`src/rtl/paula_audio_pkg.sv`:
```
// Shared types and helpers for the time-multiplexed Paula audio mixer.
//   mix_mode_e : stereo separation mode applied in the MIX step
//   state_e    : mixer FSM state encoding
//   calc_pw    : width of one signed sample x unsigned volume product
//   calc_aw    : width of the L/R accumulators (product + channel growth + sign)
//   sat_clamp  : clamp a wide signed value into a signed ow-bit range
package paula_audio_pkg;

  typedef enum logic [1:0] {
    MIX_STEREO = 2'd0,
    MIX_XFEED  = 2'd1,
    MIX_MONO   = 2'd2,
    MIX_SWAP   = 2'd3
  } mix_mode_e;

  typedef enum logic [1:0] {
    S_IDLE = 2'd0,
    S_ACC  = 2'd1,
    S_MIX  = 2'd2
  } state_e;

  function automatic int calc_pw(input int sw, input int vw);
    return sw + vw - 1;
  endfunction

  function automatic int calc_aw(input int sw, input int vw, input int nch);
    return calc_pw(sw, vw) + $clog2(nch) + 1;
  endfunction

  // Caller truncates the result to ow bits; the clamped value always fits.
  function automatic logic signed [63:0] sat_clamp(input logic signed [63:0] v, input int ow);
    logic signed [63:0] hi;
    logic signed [63:0] lo;
    hi = (64'sd1 <<< (ow - 1)) - 64'sd1;
    lo = -(64'sd1 <<< (ow - 1));
    if (v > hi) return hi;
    if (v < lo) return lo;
    return v;
  endfunction

endpackage

```
`src/rtl/paula_audio_mac_gen.sv`:
```
// Per-channel product stage, shared over time by all channels.
//   sample : signed channel sample (SW bits)
//   vol    : Paula volume; MSB forces full scale 2^(VW-1)
//   mute   : 1 forces the product to zero
//   prod   : signed sample x effective volume, SW+VW-1 bits
module paula_audio_mac_gen
  import paula_audio_pkg::*;
#(
  parameter int SW = 8,
  parameter int VW = 7
) (
  input  logic [SW-1:0]           sample,
  input  logic [VW-1:0]           vol,
  input  logic                    mute,
  output logic signed [SW+VW-2:0] prod
);

  localparam int PW = calc_pw(SW, VW);

  logic [VW-1:0]        evol;
  logic signed [PW-1:0] s_ext;
  logic signed [PW-1:0] e_ext;

  assign evol  = vol[VW-1] ? VW'(1 << (VW - 1)) : {1'b0, vol[VW-2:0]};
  // Volume is zero-extended so it stays non-negative in the signed multiply;
  // the exact product always fits PW bits.
  assign s_ext = {{(VW-1){sample[SW-1]}}, sample};
  assign e_ext = {{(SW-1){1'b0}}, evol};
  assign prod  = mute ? '0 : s_ext * e_ext;

endmodule

```
`src/rtl/paula_audio_mixer_gen.sv`:
```
// Time-multiplexed stereo mixer for the Paula audio path.
// A frame starts on clk7_en while idle: inputs are snapshotted, then one
// channel per clock is accumulated into L or R (by ROUTE), then the MIX step
// applies the separation mode, saturates to OW bits and pulses out_valid.
//   clk, reset           : bus clock, asynchronous active-high reset
//   clk7_en              : frame start strobe (ignored while busy)
//   sample/vol/mute/mode : per-channel inputs, channel i at [i*W +: W]
//   ldatasum/rdatasum    : registered saturated outputs, held between frames
//   out_valid            : one-cycle pulse when the outputs update
//   busy                 : high from the first ACC cycle through MIX
// Handshake: out_valid is a pure strobe with no ready; a clk7_en seen while
// busy is dropped, never queued.
module paula_audio_mixer_gen
  import paula_audio_pkg::*;
#(
  parameter int             NCH   = 4,
  parameter int             SW    = 8,
  parameter int             VW    = 7,
  parameter int             OW    = 16,
  parameter logic [NCH-1:0] ROUTE = 4'b0110
) (
  input  logic                  clk,
  input  logic                  reset,
  input  logic                  clk7_en,
  input  logic [NCH*SW-1:0]     sample,
  input  logic [NCH*VW-1:0]     vol,
  input  logic [NCH-1:0]        mute,
  input  logic [1:0]            mode,
  output logic signed [OW-1:0]  ldatasum,
  output logic signed [OW-1:0]  rdatasum,
  output logic                  out_valid,
  output logic                  busy
);

  localparam int PW = calc_pw(SW, VW);
  localparam int AW = calc_aw(SW, VW, NCH);
  localparam int KW = $clog2(NCH);
  localparam int MW = AW + 1;

  state_e               state;
  logic [KW-1:0]        k;
  logic [NCH*SW-1:0]    samp_q;
  logic [NCH*VW-1:0]    vol_q;
  logic [NCH-1:0]       mute_q;
  mix_mode_e            mode_q;
  logic signed [AW-1:0] acc_l;
  logic signed [AW-1:0] acc_r;

  logic signed [PW-1:0] prod;
  logic signed [AW-1:0] prod_ext;
  logic signed [MW-1:0] l_ext, r_ext, mix_l, mix_r;

  paula_audio_mac_gen #(
    .SW(SW),
    .VW(VW)
  ) u_mac (
    .sample(samp_q[k*SW +: SW]),
    .vol   (vol_q[k*VW +: VW]),
    .mute  (mute_q[k]),
    .prod  (prod)
  );

  assign prod_ext = {{(AW-PW){prod[PW-1]}}, prod};
  assign l_ext    = {acc_l[AW-1], acc_l};
  assign r_ext    = {acc_r[AW-1], acc_r};

  // One extra bit over the accumulators covers L+R and L+(R>>>2).
  always_comb begin
    mix_l = l_ext;
    mix_r = r_ext;
    case (mode_q)
      MIX_XFEED: begin
        mix_l = l_ext + (r_ext >>> 2);
        mix_r = r_ext + (l_ext >>> 2);
      end
      MIX_MONO: begin
        mix_l = l_ext + r_ext;
        mix_r = l_ext + r_ext;
      end
      MIX_SWAP: begin
        mix_l = r_ext;
        mix_r = l_ext;
      end
      default: ;
    endcase
  end

  always_ff @(posedge clk or posedge reset) begin
    if (reset) begin
      state     <= S_IDLE;
      k         <= '0;
      samp_q    <= '0;
      vol_q     <= '0;
      mute_q    <= '0;
      mode_q    <= MIX_STEREO;
      acc_l     <= '0;
      acc_r     <= '0;
      ldatasum  <= '0;
      rdatasum  <= '0;
      out_valid <= 1'b0;
      busy      <= 1'b0;
    end else begin
      out_valid <= 1'b0;
      case (state)
        S_IDLE: begin
          if (clk7_en) begin
            samp_q <= sample;
            vol_q  <= vol;
            mute_q <= mute;
            mode_q <= mix_mode_e'(mode);
            acc_l  <= '0;
            acc_r  <= '0;
            k      <= '0;
            busy   <= 1'b1;
            state  <= S_ACC;
          end
        end
        S_ACC: begin
          if (ROUTE[k]) acc_r <= acc_r + prod_ext;
          else          acc_l <= acc_l + prod_ext;
          if (k == KW'(NCH - 1)) begin
            k     <= '0;
            state <= S_MIX;
          end else begin
            k <= k + 1'b1;
          end
        end
        S_MIX: begin
          ldatasum  <= OW'(sat_clamp(64'(mix_l), OW));
          rdatasum  <= OW'(sat_clamp(64'(mix_r), OW));
          out_valid <= 1'b1;
          busy      <= 1'b0;
          state     <= S_IDLE;
        end
        default: begin
          busy  <= 1'b0;
          state <= S_IDLE;
        end
      endcase
    end
  end

endmodule

```
`config.mk`:
```
export PLATFORM = sky130hd
export DESIGN_NAME = paula_audio_mixer_gen
export DESIGN_NICKNAME = d
export VERILOG_FILES = /design/src/rtl/paula_audio_pkg.sv /design/src/rtl/paula_audio_mac_gen.sv /design/src/rtl/paula_audio_mixer_gen.sv
export SDC_FILE = /design/constraint.sdc
export NUM_CORES = 1
export LEC_CHECK = 0
export ABC_AREA = 1
export CAP_MARGIN = 30
export CORE_ASPECT_RATIO = 1.1
export CORE_MARGIN = 2
export CORE_UTILIZATION = 60
export CTS_CLUSTER_SIZE = 16
export DETAILED_ROUTE_END_ITERATION = 6
export GPL_TIMING_DRIVEN = 0
export PLACE_DENSITY = 0.82
export SLEW_MARGIN = 20
export SYNTH_ARGS = -nofsm -noshare
export SYNTH_HDL_FRONTEND = slang
export SYNTH_SLANG_ARGS = --single-unit
```
`constraint.sdc`:
```
create_clock -name clk -period 14.5 [get_ports clk]
set_clock_uncertainty 0.1 [all_clocks]
set_input_delay 2.9 -clock clk [delete_from_list [all_inputs] [get_ports clk]]
set_output_delay 2.9 -clock clk [all_outputs]
set_load 0.03 [all_outputs]
```
==> results.py, run 1 <==
metrics = {
    "cells_and_area": {
        "n_fill_cell": 1755,
        "syn2layout_area_growth_pct": 15.6,
        "n_antenna_cell": 0,
        "fin_nets": 2194,
        "layout-drive-gt1-share_pct": 4.12,
    },
    "global_routing": {
        "grt_antenna_before_repair": 0,
        "grt_pass1_wl_mm": 65.4,
        "grt_pass1_vias": 13165,
        "grt.overflow.total": 0,
        "grt_usage_pct": 37.8,
        "grt_max_degree": 91,
    },
    "synthesis": {
        "synthTopCellsByCount": "nand2_1, inv_1, nor2_1, dfrtp_1, a21oi_1",
        "synth_top_area_share_pct": 27.4,
        "yosys_register_bits": 138,
        "yosysMostFrequentCell": "nand2_1",
        "yosysWarnings": 0,
        "synth_area_per_cell_um2": 6.80,
        "synth_top_cell_by_area": "dfrtp_1",
        "async_reset_ff_share_pct": 100,
        "synth_flop_cell": "dfrtp_1",
        "netlist_instances": 1853,
        "synth_edf_count": 0,
        "synth_cell_type_count": 49,
        "synth_fp_nets": 2072,
        "synthTopCellsByArea": "dfrtp_1, nand2_1, ha_1, fa_1, inv_1",
        "syn_area_um2": 12600,
        "synth-seq-area-share_pct": 27.4,
    },
    "cts": {
        "clkTransAtPathRegs_ps": 70,
        "cts_made_buffers": 17,
        "cts_setup_buffers": 0,
        "cts_tree": "yes",
        "clockBufferDepth": 2,
        "root_buffer": "clkbuf_16",
        "htree_levels": 4,
        "post_cts_resize_count": 0,
        "clock_latency_ps": 440,
        "cts.sinks": 138,
        "hold_buffers": 0,
    },
    "critical_path": {
        "crit_arrival_ps": 8310,
        "critPathKind": "register to register",
        "reg2reg_from": "k[0]",
        "slowest_stage": "fa_1",
        "crit_required_ps": 14760,
        "end_kind": "register",
        "crit_path_start_kind": "register",
        "crit_top_cell": "nand2_1",
        "cp_max_fo": 10,
        "cpPeakStageDelay_ps": 520,
        "cp-startpoint": "k[0]",
    },
    "route": {
        "wl_per_cell_um": 18.1,
        "dr.pass1.iters": 5,
        "num_vias": 13139,
        "via_per_inst": 5.86,
        "drc": 0,
        "drt-initial-drc-count": 871,
        "wl_mm": 40.6,
        "ant_nets": 0,
    },
    "sta": {
        "timing.fmax_mhz": 124,
        "setup_viol": 0,
        "timing.final.crit_share_pct": 55.5,
        "slew_viol_final": 0,
        "tightest_slew_ps": 1080,
        "finalCriticalPeriod_ps": 8050,
        "rsz0062_at_grt": "no",
        "relSlewSlack_pct": 27.5,
        "finalHoldViolations": 0,
        "fin_tns_setup_ps": 0,
    },
    "die": {
        "core-area_um2": 20600,
        "initial_core_util_pct": 61.3,
        "die_area_um2": 22200,
        "die_x_um": 142,
        "rows": 55,
        "pin_count": 103,
        "die_y_um": 156,
    },
    "hold_path": {
        "hp-class": "register to register",
        "worstHoldStart": "samp_q[10]",
    },
    "run_status": {
        "outcome": "finished, final reports clean",
    },
    "flow_run": {
        "drv_cap": 0,
    },
    "placement": {
        "dp_hpwl_mm": 32.0,
        "port_buffers": 102,
        "gp_congestion": 1.08,
    },
}
-- logic make-up (layout without fill, tap and decap cells) --
| logic type | Yosys count | after routing | share of synthesized area (%) |
|---|---|---|---|
| buffers and inverters | 268 | 403 | 8.14 |
| AO/OA/AOI/OAI | 329 | 329 | 15.1 |
| AND/OR/NAND/NOR | 960 | 960 | 31.2 |
| adder cells (fa/ha/maj) | 150 | 150 | 17.6 |
| XOR/XNOR | 8 | 8 | 0.556 |
| flip-flops | 138 | 138 | 27.4 |
-- state kept, by name, indices dropped and copies added (netlist names) --
| signal | cells |
|---|---|
| rdatasum | 16 |
| mode_q | 2 |
| acc_r | 17 |
| k | 2 |
| vol_q | 28 |
| state | 2 |
| mute_q | 4 |
| busy | 1 |
| out_valid | 1 |
| acc_l | 17 |
| samp_q | 32 |
| ldatasum | 16 |
-- through the flow --
step	hold slack, ps	area (µm²)	setup slack, ps	instances	util, %
detailed placement	359	14000	6770	2212	68.0
CTS	375	14600	6690	2244	70.8
floorplan	341	12600	7800	1853	-
global placement	356	13900	5950	2211	67.8
global route	387	14600	5980	2244	70.8
finish	374	14600	6450	2244	70.8
-- metal layers --
layer	track usage (%)	up-vias	wire length [µm]
met2	66.2	632	19600
met4	27.1	0	3100
met5	0	-	0
met1	41.6	6042	15200
met3	6.17	174	2590
li1	-	6291	-
-- cell type report --
cell class                      instances  area, µm²  area share, %
Buffer                                 46        193           1.32
Timing Repair Buffer                  103       1050           7.20
Clock buffer                           17        425           2.92
Clock inverter                         15        165           1.13
Tap cell                              256        320           2.20
Multi-Input combinational cell       1447       8130           55.8
Sequential cell                       138       3450           23.7
Inverter                              222        841           5.77
-- critical path: cells and delay by family, from the launching register on --
family          cells  cell delay [ps]
compound gates     12             2500
fa+ha+maj           6             2210
buf+inv             7             1330
flops               1              430
simple gates       11             1390
-- cells in the final DEF (no fill, tap or decap), types with 4 or more instances in the layout --
master / count
nand2_1: 641
inv_1: 215
nor2_1: 153
dfrtp_1: 138
a21oi_1: 118
o21ai_0: 113
ha_1: 104
clkdlybuf4s50_1: 102
nand3_1: 87
fa_1: 46
clkbuf_1: 38
nand4_1: 23
or2_2: 22
o22ai_1: 20
o2111ai_1: 17
clkbuf_16: 17
nor3_1: 11
a21o_1: 10
o21bai_1: 8
a31oi_1: 8
xor2_1: 6
o21ai_1: 5
buf_4: 5
nand3b_1: 5
nand2_2: 5
clkinv_1: 4
o31ai_1: 4
a21boi_0: 4
a32oi_1: 4
-- worst paths after layout --
kind                                endpoint  slack [ps]  depth (start not counted)
worst max-delay path               acc_l[15]        6450                         36
worst min-delay path              samp_q[10]         370                          2
worst max register to register     acc_l[15]        6450                         36
max in group asynchronous       rdatasum[12]       10770                          3
worst min register to register    samp_q[10]         370                          2
min in group asynchronous          vol_q[16]        2760                          2
Power of run 1 is not shown: default switching activity piles up to over one toggle a cycle in this logic, so the estimate is an artifact.
==> inputs of run 2 (changes only) <==
--- a/config.mk
+++ b/config.mk
@@ -9,11 +9,11 @@
 export CAP_MARGIN = 30
 export CORE_ASPECT_RATIO = 1.1
 export CORE_MARGIN = 2
-export CORE_UTILIZATION = 60
+export CORE_UTILIZATION = 54
 export CTS_CLUSTER_SIZE = 16
 export DETAILED_ROUTE_END_ITERATION = 6
 export GPL_TIMING_DRIVEN = 0
-export PLACE_DENSITY = 0.82
+export PLACE_DENSITY = 0.78
 export SLEW_MARGIN = 20
 export SYNTH_ARGS = -nofsm -noshare
 export SYNTH_HDL_FRONTEND = slang
==> constraint.sdc (replaced) <==
create_clock -name clk -period 6.93 [get_ports clk]
set_clock_uncertainty 0.1 [all_clocks]
set_input_delay 1.386 -clock clk [delete_from_list [all_inputs] [get_ports clk]]
set_output_delay 1.386 -clock clk [all_outputs]
set_load 0.03 [all_outputs]
==> results.py, run 2 (synthesis results as in run 1) <==
metrics = {
    "cells_and_area": {
        "final_core_util_pct": 66.0,
        "syn2layout_area_growth_pct": 20.0,
        "n_fill_cell": 2010,
        "largest_reg_flops": 32,
        "final_cell_mix": "nand2_1, inv_1, nor2_1, dfrtp_1, o21ai_0",
        "multi_input_area_um2": 8410,
        "fin_nets": 2219,
        "n_antenna_cell": 0,
        "seqCellArea_um2": 3450,
        "final_area_um2": 15100,
        "top_regs": "samp_q (32), vol_q (28)",
        "top_register": "samp_q",
        "layout_commonest_cell": "nand2_1",
        "layout-drive-gt1-share_pct": 8.15,
    },
    "cts": {
        "root_buffer": "clkbuf_16",
        "clockBufferDepth": 2,
        "clkTransAtPathRegs_ps": 70,
        "hold_buffers": 0,
        "cts_tree": "yes",
        "clock_latency_ps": 440,
        "cts_made_buffers": 17,
        "htree_levels": 4,
        "cts.sinks": 138,
    },
    "sta": {
        "timing.final.crit_share_pct": 98.2,
        "relSlewSlack_pct": 30.5,
        "tightest_slew_ps": 1040,
        "finalHoldViolations": 0,
        "timing.fmax_mhz": 147,
        "slew_viol_final": 0,
        "setup_ws_ps": 128,
        "setup_viol": 0,
        "finalCriticalPeriod_ps": 6800,
    },
    "critical_path": {
        "crit_path_start_kind": "register",
        "cp_top_family": "adder cells",
        "end_kind": "register",
        "cp-startpoint": "k[0]",
        "cpPeakStageDelay_ps": 550,
        "cp_max_fo": 10,
        "critPathBufInv": 7,
        "slowest_stage": "fa_1",
        "crit_arrival_ps": 7080,
        "crit_required_ps": 7200,
        "critPathKind": "register to register",
        "crit_top_cell": "nand2_1",
        "reg2reg_from": "k[0]",
    },
    "route": {
        "ant_nets": 0,
        "drt-initial-drc-count": 912,
        "drc": 0,
        "wl_mm": 40.3,
        "via_per_inst": 5.65,
        "num_vias": 13060,
        "wl_per_cell_um": 17.4,
        "dr.pass1.iters": 5,
    },
    "die": {
        "pin_count": 103,
        "initial_core_util_pct": 55.0,
        "die_y_um": 164,
        "core-area_um2": 22900,
        "die_area_um2": 24600,
        "die_x_um": 150,
        "rows": 58,
    },
    "global_routing": {
        "grt_pass1_vias": 12997,
        "grt.overflow.total": 0,
        "grt_usage_pct": 33.2,
        "grt_antenna_before_repair": 0,
        "grt_pass1_wl_mm": 63.7,
        "grt_max_degree": 102,
    },
    "hold_path": {
        "hp-class": "register to register",
        "worstHoldStart": "samp_q[26]",
    },
    "run_status": {
        "outcome": "finished, final reports clean",
    },
    "flow_run": {
        "drv_cap": 0,
    },
    "placement": {
        "pre_cts_slack_ps": -797,
        "detailed_place.area_um2": 14000,
        "dp_hpwl_mm": 31.4,
        "port_buffers": 102,
        "gp_congestion": 1.05,
    },
}
[run 2: what timing repair did]
action,4_1_cts,5_1_grt
pin swaps,4,38
endpoints found under the setup margin,14,12
resized for setup,23,59
setup buffers,8,16
gates cloned,0,1
[run 2: metrics by stage]
stage	cells	TNS [ps]	hold WS (ps)
after CTS	2296	0	375
final	2313	0	376
after detailed placement	2256	-6440	358
after global routing	2313	-711	401
after floorplan	1853	0	341
after global placement	2255	-28050	357
[run 2: layout make-up]
class                           instances  area share, %
Multi-Input combinational cell       1447           55.6
Sequential cell                       138           22.8
Timing Repair Buffer                  128           8.15
Inverter                              222           5.57
Clock buffer                           17           2.81
Tap cell                              300           2.48
Buffer                                 46           1.56
Clock inverter                         15          0.968
[run 2: metal layers]
metal	wire length (µm)	GRT usage (%)	vias up
met5	0	0	-
met4	3100	24.0	0
met3	2420	5.00	174
met2	19200	56.9	558
met1	15600	37.7	5986
li1	-	-	6342
[run 2: final timing paths]
path	endpoint	slack (ps)	depth (start not counted)
setup / recovery	acc_l[16]	130	39
hold / removal	samp_q[26]	380	2
setup reg to reg	acc_l[16]	130	39
hold reg to reg	samp_q[26]	380	2
max in group asynchronous	ldatasum[15]	4680	3
min in group asynchronous	vol_q[2]	1250	2
[run 2: worst register-to-register path: cells and delay by family, from the launching register on]
kind	cells	cell delay [ps]
compound gates	5	920
buf+inv	7	700
simple gates	20	1880
fa+ha+maj	6	2400
xor+xnor	1	280
flops	1	460
Power of run 2 is left out for the same reason.
